### src/rtl/uop_cache_arbiter.sv
// Single-port arbiter/sequencer for the loop-buffer uop cache BRAM: fill writes, replay reads, invalidate sweep.
// Optional statistics counters are enabled with `define UOPC_ARB_STATS_EN.
module uop_cache_arbiter #(
    parameter int AW = 3,
    parameter int DW = 32
) (
    input  logic          clk,
    input  logic          reset,
    input  logic          wr_req,
    input  logic [AW-1:0] wr_addr,
    input  logic [DW-1:0] wr_data,
    output logic          wr_gnt,
    input  logic          rd_req,
    input  logic [AW-1:0] rd_addr,
    output logic          rd_gnt,
    output logic          rd_valid,
    output logic [DW-1:0] rd_data,
    output logic          rd_hit,
    input  logic          inv_req,
    output logic          inv_busy,
    output logic          inv_done,
    output logic          mem_en,
    output logic          mem_we,
    output logic [AW-1:0] mem_addr,
    output logic [DW-1:0] mem_wdata,
    input  logic [DW-1:0] mem_rdata
`ifdef UOPC_ARB_STATS_EN
    ,
    output logic [15:0]   conflict_cnt,
    output logic [15:0]   stall_cnt
`endif
);
    localparam int DEPTH = 1 << AW;

    typedef enum logic [1:0] {IDLE, SWEEP, DONE} state_t;

    state_t           state, next_state;
    logic [DEPTH-1:0] valid;
    logic [AW-1:0]    sweep_cnt;
    logic             last_winner;  // 1: write won the last conflict
    logic             rd_hit_q;
    logic             conflict;

    assign conflict = (state == IDLE) && wr_req && rd_req;
    assign inv_busy = (state != IDLE);
    assign inv_done = (state == DONE);
    assign rd_hit   = rd_valid & rd_hit_q;
    assign rd_data  = rd_valid ? mem_rdata : '0;

    always_comb begin
        next_state = state;
        wr_gnt     = 1'b0;
        rd_gnt     = 1'b0;
        mem_en     = 1'b0;
        mem_we     = 1'b0;
        mem_addr   = '0;
        mem_wdata  = '0;
        case (state)
            IDLE: begin
                // Grants are gated so nothing reaches the BRAM while reset is held.
                if (!reset) begin
                    wr_gnt = wr_req && (!rd_req || !last_winner);
                    rd_gnt = rd_req && !wr_gnt;
                    if (wr_gnt) begin
                        mem_en    = 1'b1;
                        mem_we    = 1'b1;
                        mem_addr  = wr_addr;
                        mem_wdata = wr_data;
                    end else if (rd_gnt) begin
                        mem_en   = 1'b1;
                        mem_addr = rd_addr;
                    end
                    if (inv_req) next_state = SWEEP;
                end
            end
            SWEEP: begin
                mem_en   = 1'b1;
                mem_we   = 1'b1;
                mem_addr = sweep_cnt;
                if (sweep_cnt == {AW{1'b1}}) next_state = DONE;
            end
            DONE:    next_state = IDLE;
            default: next_state = IDLE;
        endcase
    end

    always_ff @(posedge clk or posedge reset) begin
        if (reset) begin
            state       <= IDLE;
            valid       <= '0;
            sweep_cnt   <= '0;
            last_winner <= 1'b0;
            rd_valid    <= 1'b0;
            rd_hit_q    <= 1'b0;
        end else begin
            state    <= next_state;
            rd_valid <= rd_gnt;
            if (rd_gnt) rd_hit_q <= valid[rd_addr];
            if (wr_gnt) valid[wr_addr] <= 1'b1;
            if (state == SWEEP) begin
                valid[sweep_cnt] <= 1'b0;
                sweep_cnt        <= sweep_cnt + 1'b1;
            end
            if (state == IDLE && inv_req) sweep_cnt <= '0;
            if (conflict) last_winner <= wr_gnt;
        end
    end

`ifdef UOPC_ARB_STATS_EN
    logic stall;
    assign stall = (state != IDLE) && (wr_req || rd_req);

    always_ff @(posedge clk or posedge reset) begin
        if (reset) begin
            conflict_cnt <= '0;
            stall_cnt    <= '0;
        end else if (state == DONE) begin
            conflict_cnt <= '0;
            stall_cnt    <= '0;
        end else begin
            if (conflict && conflict_cnt != 16'hFFFF) conflict_cnt <= conflict_cnt + 16'd1;
            if (stall && stall_cnt != 16'hFFFF)       stall_cnt    <= stall_cnt + 16'd1;
        end
    end
`endif

endmodule

### config.mk
export PLATFORM = sky130hd
export DESIGN_NAME = uop_cache_arbiter
export DESIGN_NICKNAME = d
export VERILOG_FILES = /design/src/rtl/uop_cache_arbiter.sv
export SDC_FILE = /design/constraint.sdc
export NUM_CORES = 1
export LEC_CHECK = 0
export CORE_UTILIZATION = 28
export DETAILED_ROUTE_END_ITERATION = 6
export PLACE_DENSITY_LB_ADDON = 0.08
export SYNTH_ARGS = -nofsm -noshare
export SYNTH_HDL_FRONTEND = slang
export SYNTH_SLANG_ARGS = --single-unit
### constraint.sdc
create_clock -name clk -period 2.1 [get_ports clk]
set_input_delay 0.42 -clock clk [delete_from_list [all_inputs] [get_ports clk]]
set_output_delay 0.42 -clock clk [all_outputs]
set_load 0.05 [all_outputs]
==> metrics.txt <==
Sw Ratio=0.443; maximum vdd ir drop=1030 µV; num rows=24; PwrDens=754 nW/µm²; layout cell share with drive strength beyond 1=0.463; # clock sinks=16; # DRC=0; Worst Path Max Fanout=7; PnR worst setup slack=-61.1 ps; core area=4410 µm²; Syn Inst Count=158; Post-Route WL=7180 µm; Leak Pwr=1.71 nW; Final Max Tran Viols=0; clk slew on worst S/H paths=60 ps; failing checks=negative setup slack; Cells after DPL=367; routability cong.=0.877; unrepaired setup endpoints after global routing=true; Yosys reg bits=16; Design Area, Final=3940 µm²; pin count of the biggest net entering global routing=19; NumNets Final=406; most common cell after layout, fill and taps aside=buf_12; worst r2r src=state[1]$_DFFE_PP0P_; WHS=425 ps; CP Capture Point=mem_wdata[5]; CTS Buf Count=3; Int Pwr=1.65 mW; crit end category=output port; DRT antenna net count=0; Reg power frac=0.181; number of vias per cell=4.79; HP Class=primary input to asynchronous set/reset pin; GR Overflow Total=0; Chip Width=70.4 µm; syn avg cell area=8.29 µm²; worst clock skew=2.42 ps; initial DRC count=56; Req. time, crit path=1680 ps; setup TNS=-1070 ps; Psw=1.32 mW; first-pass GRT wire length=10100 µm; Clock Latency Late Sink=250 ps; reg2reg end=valid[3]$_DFF_PP0_; Placed Area=3740 µm²; Die Y-Extent=70.4 µm; initial antenna violation count=0; CP Launch Type=flip-flop; CP startpoint=state[1]$_DFFE_PP0P_; part of the Yosys area used for sequential elements=0.306; Area Growth Syn to Fin=201%; Max transition margin=0.787; die area=4960 µm²; worst-margin pin slew=319 ps; vias in the first global route=1790; Yosys warning count=0; final setup fails=29; max frequency=463 MHz; initial cell density of the core=0.297; # IOs=150; R2R setup slack=380 ps; Routed WL per cell=18.9 µm; hold-fix buffers at CTS=0; outcome=finished, violations left; Port Buffers=149; most frequent cells in the layout=buf_12, clkdlybuf4s50_1, and2_1, and2_4, buf_4; Final Non-Filler Cells=380; Post-Syn Area=1310 µm²; combinational power share=0.726; DR vias=1821; clock root buffer master=clkbuf_8; R2R depth=8; hpwl dp=5690 µm; WP data arrival=1740 ps; clock network fraction of design power=0.093; post-synth cell types=29; Clock Tree Buf Depth=2; crit path time final=2160 ps; Final Hold Violating Endpoints=0; critical path class=flip-flop to output port; All-Layer GR Usage=0.267; ant diodes=0; router iterations before antenna repair=4; H-tree level count=1; TritonCTS clock tree=done; final period utilization=1.03; max cap viols=0; syn_nets=235
==> worst min-delay path by stage <==
stage	start	to	slack, ps	cells past startpoint
floorplan	reset	last_winner$_DFFE_PP0P_	250	1
global placement	rd_hit_q$_DFFE_PP0P_	rd_hit_q$_DFFE_PP0P_	510	2
detailed placement	rd_hit_q$_DFFE_PP0P_	rd_hit_q$_DFFE_PP0P_	500	2
CTS	reset	state[0]$_DFFE_PP0P_	380	4
global route	reset	state[0]$_DFFE_PP0P_	430	4
finish	reset	last_winner$_DFFE_PP0P_	430	4
==> cells in the mapped netlist (all sizes together) <==
library cell / instances / share of area
a211oi: 1 / 0.015
a21oi: 8 / 0.031
a221o: 1 / 0.0076
a22o: 2 / 0.013
a22oi: 2 / 0.011
a2bb2oi: 1 / 0.0067
a31oi: 8 / 0.038
a41oi: 2 / 0.013
and2: 67 / 0.32
and3: 1 / 0.0048
buf: 3 / 0.016
clkbuf: 5 / 0.016
dfrtp: 16 / 0.31
ha: 2 / 0.019
inv: 6 / 0.017
mux2: 1 / 0.0086
mux2i: 5 / 0.038
mux4: 1 / 0.017
nand2: 5 / 0.014
nand2b: 2 / 0.0095
nor2: 10 / 0.031
nor2b: 5 / 0.024
o2111a: 1 / 0.0086
o21ai: 2 / 0.0076
o21bai: 1 / 0.0057
==> layout make-up <==
class,instances,area (µm²)
repair buffers,174,2440
multi-input cells,128,953
fillers,172,475
flip-flops and latches,16,400
well taps,52,65.1
clock buffers,4,55.1
inverters,6,26.3
==> critical path, cell delays in order, from the launching register on <==
cell      delay (ps)
dfrtp_1          410
nor2_4           140
inv_2             60
a211oi_4         300
buf_6            150
buf_6            110
and2_2           160
buf_12           130
==> metal layers <==
layer | up-vias | global-route usage | wire, µm
li1 | 869 | - | -
met4 | 0 | 0.0667 | 125
met5 | - | 0 | 0
met1 | 854 | 0.336 | 3060
met3 | 13 | 0.0462 | 371
met2 | 85 | 0.470 | 3620
==> flip-flops by register name, summed over array words and instances (netlist names) <==
| signal | cells |
|---|---|
| state | 2 |
| rd_valid | 1 |
| last_winner | 1 |
| valid | 8 |
| rd_hit_q | 1 |
| sweep_cnt | 3 |
==> power by group through the flow <==
stage	clock network [mW]	logic [mW]	registers (mW)
6_report	0.277	2.16	0.537
5_1_grt	0.295	2.26	0.552
4_1_cts	0.278	2.08	0.527
3_5_place_dp	0	2.01	0.533
3_3_place_gp	0	1.97	0.526
2_1_floorplan	0	1.02	0.530
==> cells by family after synthesis <==
group	Yosys count	share of synthesized area
simple gates	90	0.403
compound gates	29	0.159
flops	16	0.306
buf+inv	14	0.0497
mux	7	0.0640
fa+ha+maj	2	0.0191
==> repair_timing <==
action,4_1_cts,5_1_grt
setup buffers,2,5
pin swaps,10,12
gates resized for setup,21,16
endpoints found under the setup margin,37,35
gates cloned,1,1
==> through the flow <==
stage | power (mW) | setup slack, ps | util
final | 2.97 | -61.1 | 0.892
after floorplan | 1.55 | -7.43 | -
after detailed placement | 2.54 | -221 | 0.848
after CTS | 2.88 | -21.1 | 0.875
after global placement | 2.50 | -180 | 0.848
after global routing | 3.10 | -134 | 0.892
Note: power is estimated with default switching activity, not from simulation.
